File: config.mk
export PLATFORM = sky130hd
export DESIGN_NAME = game_stats
export DESIGN_NICKNAME = d
export VERILOG_FILES = /design/src/rtl/game_pkg.sv /design/src/rtl/sat_add8.sv /design/src/rtl/game_stats.sv
export SDC_FILE = /design/constraint.sdc
export NUM_CORES = 1
export LEC_CHECK = 0
export CORE_ASPECT_RATIO = 1.25
export CORE_MARGIN = 2
export CORE_UTILIZATION = 40
export CTS_BUF_LIST = sky130_fd_sc_hd__clkbuf_4 sky130_fd_sc_hd__clkbuf_8 sky130_fd_sc_hd__clkbuf_16
export CTS_CLUSTER_DIAMETER = 150
export CTS_CLUSTER_SIZE = 40
export DETAILED_ROUTE_END_ITERATION = 8
export GPL_TIMING_DRIVEN = 0
export HOLD_SLACK_MARGIN = 0.05
export PLACE_DENSITY = 0.67
export SLEW_MARGIN = 5
export SYNTH_ARGS = -nofsm -noshare
export SYNTH_HDL_FRONTEND = slang
export SYNTH_HIERARCHICAL = 1
export SYNTH_SLANG_ARGS = --single-unit
File: constraint.sdc
create_clock -name clk -period 6.6 [get_ports clk]
set_input_delay 1.32 -clock clk [delete_from_list [all_inputs] [get_ports clk]]
set_output_delay 1.32 -clock clk [all_outputs]
set_load 0.03 [all_outputs]
File: src/rtl/game_pkg.sv
// -----------------------------------------------------------------------------
// game_pkg
// Types, widths and helpers shared by the game bookkeeping logic and by its
// consumers (HUD renderer and similar).
//   SCORE_W       width of the score registers and display bus
//   LIVES_W       width of the lives registers and display bus
//   game_state_t  game-phase encoding
//   alien_points  points awarded for destroying an alien of a given type
// -----------------------------------------------------------------------------
package game_pkg;

    localparam int SCORE_W = 8;
    localparam int LIVES_W = 2;

    typedef enum logic [1:0] {
        ST_IDLE      = 2'd0,
        ST_PLAYING   = 2'd1,
        ST_HIT       = 2'd2,
        ST_GAME_OVER = 2'd3
    } game_state_t;

    function automatic logic [SCORE_W-1:0] alien_points(input logic [1:0] alien_type);
        logic [SCORE_W-1:0] pts;
        case (alien_type)
            2'd0:    pts = SCORE_W'(1);
            2'd1:    pts = SCORE_W'(2);
            2'd2:    pts = SCORE_W'(3);
            default: pts = SCORE_W'(5);
        endcase
        return pts;
    endfunction

endpackage

File: src/rtl/sat_add8.sv
// -----------------------------------------------------------------------------
// sat_add8
// Combinational three-operand saturating adder.
//   a, b, c  in   SCORE_W  operands
//   sum      out  SCORE_W  a+b+c, clamped to all-ones on overflow
//   ovf      out  1        true sum did not fit in SCORE_W bits
// -----------------------------------------------------------------------------
module sat_add8
    import game_pkg::*;
(
    input  logic [SCORE_W-1:0] a,
    input  logic [SCORE_W-1:0] b,
    input  logic [SCORE_W-1:0] c,
    output logic [SCORE_W-1:0] sum,
    output logic               ovf
);

    // Two guard bits: three full-scale operands can reach 3*255.
    logic [SCORE_W+1:0] wide;

    assign wide = {2'b00, a} + {2'b00, b} + {2'b00, c};
    assign ovf  = |wide[SCORE_W+1:SCORE_W];
    assign sum  = ovf ? '1 : wide[SCORE_W-1:0];

endmodule

File: src/rtl/game_stats.sv
// -----------------------------------------------------------------------------
// game_stats
// Gameplay bookkeeping upstream of the HUD: score, lives, one extra life per
// game, post-hit invulnerability and the game-phase state machine. The HUD
// copies (score_disp/lives_disp) only move on frame_tick so a frame never
// shows a half-updated value.
//   clk, rst_n    clock, synchronous active-low reset
//   frame_tick    start-of-vblank pulse
//   start         start/restart pulse (honoured in IDLE and GAME_OVER)
//   alien_hit     alien destroyed, alien_type qualifies it
//   player_hit    player ship struck
//   wave_cleared  wave complete, adds WAVE_BONUS
//   score_disp    frame-stable score
//   lives_disp    frame-stable lives
//   playing       in PLAYING or HIT
//   invuln        in HIT
//   blink         in HIT, bit 2 of the invulnerability counter
//   game_over     in GAME_OVER
// -----------------------------------------------------------------------------
module game_stats
    import game_pkg::*;
#(
    parameter int START_LIVES   = 3,
    parameter int INVULN_FRAMES = 60,
    parameter int WAVE_BONUS    = 10,
    parameter int EXTRA_LIFE_AT = 100
) (
    input  logic               clk,
    input  logic               rst_n,
    input  logic               frame_tick,
    input  logic               start,
    input  logic               alien_hit,
    input  logic [1:0]         alien_type,
    input  logic               player_hit,
    input  logic               wave_cleared,
    output logic [SCORE_W-1:0] score_disp,
    output logic [LIVES_W-1:0] lives_disp,
    output logic               playing,
    output logic               invuln,
    output logic               blink,
    output logic               game_over
);

    localparam logic [LIVES_W-1:0] START_L   = LIVES_W'(START_LIVES);
    localparam logic [7:0]         INV_LOAD  = 8'(INVULN_FRAMES);
    localparam logic [SCORE_W-1:0] BONUS     = SCORE_W'(WAVE_BONUS);
    localparam logic [SCORE_W-1:0] XLIFE_TH  = SCORE_W'(EXTRA_LIFE_AT);
    localparam logic [LIVES_W-1:0] LIVES_MAX = '1;

    game_state_t        state, state_nxt;
    logic [SCORE_W-1:0] score, score_nxt;
    logic [LIVES_W-1:0] lives, lives_nxt;
    logic [7:0]         inv_cnt, inv_nxt;
    logic               xlife_given, xlife_nxt;

    logic [SCORE_W-1:0] add_pts, add_bonus, sum;
    logic               sum_ovf;
    logic               scoring, xlife_award;
    logic [LIVES_W-1:0] lives_x;

    assign add_pts   = alien_hit    ? alien_points(alien_type) : '0;
    assign add_bonus = wave_cleared ? BONUS : '0;

    sat_add8 u_add (
        .a   (score),
        .b   (add_pts),
        .c   (add_bonus),
        .sum (sum),
        .ovf (sum_ovf)
    );

    assign scoring     = (state == ST_PLAYING) || (state == ST_HIT);
    // A saturated sum means the score reached the ceiling, which is past any
    // representable threshold.
    assign xlife_award = scoring && !xlife_given && (sum_ovf || sum >= XLIFE_TH);
    // Extra life is applied before a coincident hit is evaluated.
    assign lives_x     = !xlife_award        ? lives :
                         (lives == LIVES_MAX) ? lives : lives + 2'd1;

    always_comb begin
        // NOTE: every always_comb output gets a default first, so no path
        // leaves a signal unassigned and no latch is inferred.
        state_nxt = state;
        score_nxt = score;
        lives_nxt = lives;
        inv_nxt   = inv_cnt;
        xlife_nxt = xlife_given;
        // NOTE: blocking assignments here, combinational logic is evaluated
        // in order; the registers below use non-blocking instead.
        case (state)
            ST_IDLE, ST_GAME_OVER: begin
                if (start) begin
                    score_nxt = '0;
                    lives_nxt = START_L;
                    inv_nxt   = '0;
                    xlife_nxt = 1'b0;
                    state_nxt = ST_PLAYING;
                end
            end
            ST_PLAYING: begin
                score_nxt = sum;
                lives_nxt = lives_x;
                if (xlife_award) xlife_nxt = 1'b1;
                if (player_hit) begin
                    if (lives_x == 2'd1) begin
                        lives_nxt = '0;
                        state_nxt = ST_GAME_OVER;
                    end else begin
                        lives_nxt = lives_x - 2'd1;
                        inv_nxt   = INV_LOAD;
                        state_nxt = ST_HIT;
                    end
                end
            end
            ST_HIT: begin
                score_nxt = sum;
                lives_nxt = lives_x;
                if (xlife_award) xlife_nxt = 1'b1;
                if (frame_tick) begin
                    inv_nxt = inv_cnt - 8'd1;
                    if (inv_cnt == 8'd1) state_nxt = ST_PLAYING;
                end
            end
            default: state_nxt = ST_IDLE;
        endcase
    end

    // NOTE: sequential state uses non-blocking assignments so every register
    // samples pre-edge values, independent of statement order.
    always_ff @(posedge clk) begin
        if (!rst_n) begin
            state       <= ST_IDLE;
            score       <= '0;
            lives       <= '0;
            inv_cnt     <= '0;
            xlife_given <= 1'b0;
            score_disp  <= '0;
            lives_disp  <= '0;
            playing     <= 1'b0;
            invuln      <= 1'b0;
            blink       <= 1'b0;
            game_over   <= 1'b0;
        end else begin
            state       <= state_nxt;
            score       <= score_nxt;
            lives       <= lives_nxt;
            inv_cnt     <= inv_nxt;
            xlife_given <= xlife_nxt;
            // Snapshot takes the pre-update values: a coincident event shows
            // on the following tick.
            if (frame_tick) begin
                score_disp <= score;
                lives_disp <= lives;
            end
            playing   <= (state_nxt == ST_PLAYING) || (state_nxt == ST_HIT);
            invuln    <= (state_nxt == ST_HIT);
            blink     <= (state_nxt == ST_HIT) && inv_nxt[2];
            game_over <= (state_nxt == ST_GAME_OVER);
        end
    end

endmodule
==> results.md <==
- Status: finished, final reports clean
- MaxCap Viol Count: 0
- Yosys top cell area share: 29.2%
- CP most frequent cell: ha_1
- CP Data Required Time: between 6000 and 7000 ps
- Crit end category: register
- Cell family with most CP delay: compound AO/OA/AOI/OAI gates
- YS warnings: 6
- Critical Path Fanout Max: 7
- Most common cell after layout, fill and taps aside: dfxtp_1
- Pre-CTS setup slack: 120 ps
- Area after DPL: 2740 um2
- Hold Violations, Final: 0
- Final period util: 93.2%
- Max VDD drop: 0.000168 V
- Post-DP HPWL: 3.78 mm
- Area grow syn2layout: 17.9%
- Clk sinks: 35
- Syn Area/Cell: 8.73 um2
- Post-Syn Area: 2400 um2
- Total Routing Usage GR: 15.8%
- Total grt overflow: 0
- DIE HEIGHT: approximately 91 um
- Synth area leaders: dfxtp_1 (29%), ha_1 (8.3%), fa_1 (7.5%)
- Routed WL per cell: 12.7 um
- Power Total: between 1 and 1.5 mW
- Starting Density: ~42%
- Final WS setup: 448 ps
- Cells along the critical path: clkdlybuf4s50_1 > inv_1 > ha_1 > nor2b_1 > fa_1 > ha_1 > fa_1 > a21oi_1 > o2111a_1 > a311oi_1 > nand3_1 > nor2_1 > o32ai_2 > nand3b_1 > o21a_1 > ha_1 > nand2b_2 > a2111o_1 > inv_2 > a31oi_1 > a311oi_1
- Die width: 73.3 um
- Port-buffer cells: 22
- CTS root buffer: clkbuf_8
- Vias: 1993
- Via density: 5.23
- Synth cell types: 60
- Synth Instances: about 280
- Worst-margin pin slew: 794 ps
- Final instance count without filler cells: 381
- First-pass GRT wire length: 8.58 mm
- Skew-Pair Late Insertion Delay: between 200 and 300 ps
- Initial DRC count: 131
- Total CTS buffers: 5
- Hold Crit Class: register to register
- Vias in the first global route: 1898
- Fin util: 49.0%
- WP buf/inv: 3
- Setup TNS: 0 ps
- Detailed Routing Iterations Pass 1: 4
- I/O Pins: 23
- CTS tree: yes
- Clk buf depth: 2
- # nets final: 348
- Std-Cell Rows: 31
- Fmax achieved: 0.163 GHz
- Post-synth EDFFs: 0
- Predominant post-synthesis flop cell: dfxtp_1
- Post-placement cell count: 373
- Share of cells above drive strength 1: under 10%
- Post-CTS setup buffer count: 0
- Crit path time final: 6150 ps
- Post-synth ARST share: 0%
- Slew margin rel.: 47.1%
- Area leader, netlist: dfxtp_1
- Seq/Total Area, Yosys: 29.2%
- ANT cells: 0
- Fin. max-slew vios: 0
- Final instance area: between 2000 and 3000 um2
- Post-CTS Resized: 0
- PD cells: 385 nW/um2
- Crit-path slowest cell: a2111o_1
- Total Wirelength: ~4.9 mm
- Crit path arrival time: between 6000 and 7000 ps
- RePlAce Congestion: 0.858
- H-Tree Level Count: 2
- Die area: 6640 um2
- Hold WS: 482 ps
- Drc violations: 0
- Largest net degree at the start of global routing: 11
- Commonest cells after routing, fill and taps aside: dfxtp_1 (35), a21oi_1 (26), nor2_1 (24), inv_1 (23), clkdlybuf4s50_1 (22)
- CTS Hold Bufs: 0
- Clock Skews: between 9 and 10 ps
- CP Class: input pin to register
- FF+latch count, synth: 35
- Core Area: 5780 um2
- CP max stage delay: between 500 and 600 ps
- RSZ-0062 raised after global routing: false
- Type of origin of the critical path: input pin
- Clock slew at reported path FFs: 70 ps
- Pleak: ~1.1 nW
- # setup viols final: 0
- DRT antenna net count: 0
- Antenna violations before repair: 0
## final timing paths
check          endpoint           from  slack (ps)  cells after the start
max          inv_cnt[7]  alien_type[1]         450                     21
min          inv_cnt[7]     inv_cnt[7]         480                      1
max reg2reg  inv_cnt[7]       score[1]        2040                     17
min reg2reg  inv_cnt[7]     inv_cnt[7]         480                      1
## registers in the layout (all words and copies together) (netlist names)
| name | count |
|---|---|
| blink | 1 |
| game_over | 1 |
| inv_cnt | 8 |
| invuln | 1 |
| lives | 2 |
| lives_disp | 2 |
| playing | 1 |
| score | 8 |
| score_disp | 8 |
| state | 2 |
| xlife_given | 1 |
## where the power goes
group / total (mW) / internal [mW] / switching [mW]
sequential: 0.297 / 0.256 / 0.0412
combinational: 0.632 / 0.277 / 0.354
clock: 0.160 / 0.0823 / 0.0780
## area by class of cell
type | count | area, um2
inverter | 25 | 93.8
clock inverter | 1 | 5.00
sequential | 35 | 701
multi-input combinational | 214 | 1590
buffer | 11 | 52.6
clock buffer | 7 | 83.8
timing repair buffer | 22 | 220
fill | 565 | 2950
tap | 66 | 82.6
## metal layers
layer	track usage (%)	wire [um]	up-vias
met2	27.2	2400	23
met4	3.64	57	0
met5	0	0	-
li1	-	-	1027
met3	2.34	110	5
met1	20.5	2280	938
## cells by family after synthesis
| logic type | after synthesis | synth area share, % |
|---|---|---|
| fa+ha+maj | 25 | 15.8 |
| other cells | 1 | 0.156 |
| flops | 35 | 29.2 |
| compound gates | 64 | 19.2 |
| mux | 11 | 4.64 |
| buf+inv | 36 | 6.10 |
| simple gates | 98 | 23.0 |
| xor+xnor | 5 | 1.82 |
## cell usage after synthesis, types with 3 or more instances
master     n
dfxtp_1   35
a21oi_1   26
nor2_1    24
inv_1     23
ha_1      16
nand2_1   14
nand3b_1  11
mux2i_1   10
nand2b_1  10
fa_1       9
nor3_1     8
clkbuf_1   7
o21ai_0    7
nand3_1    6
a311oi_1   5
and2_1     5
nor2b_1    4
xnor2_1    4
a31oi_1    3
(Power assumes the default switching activity.)
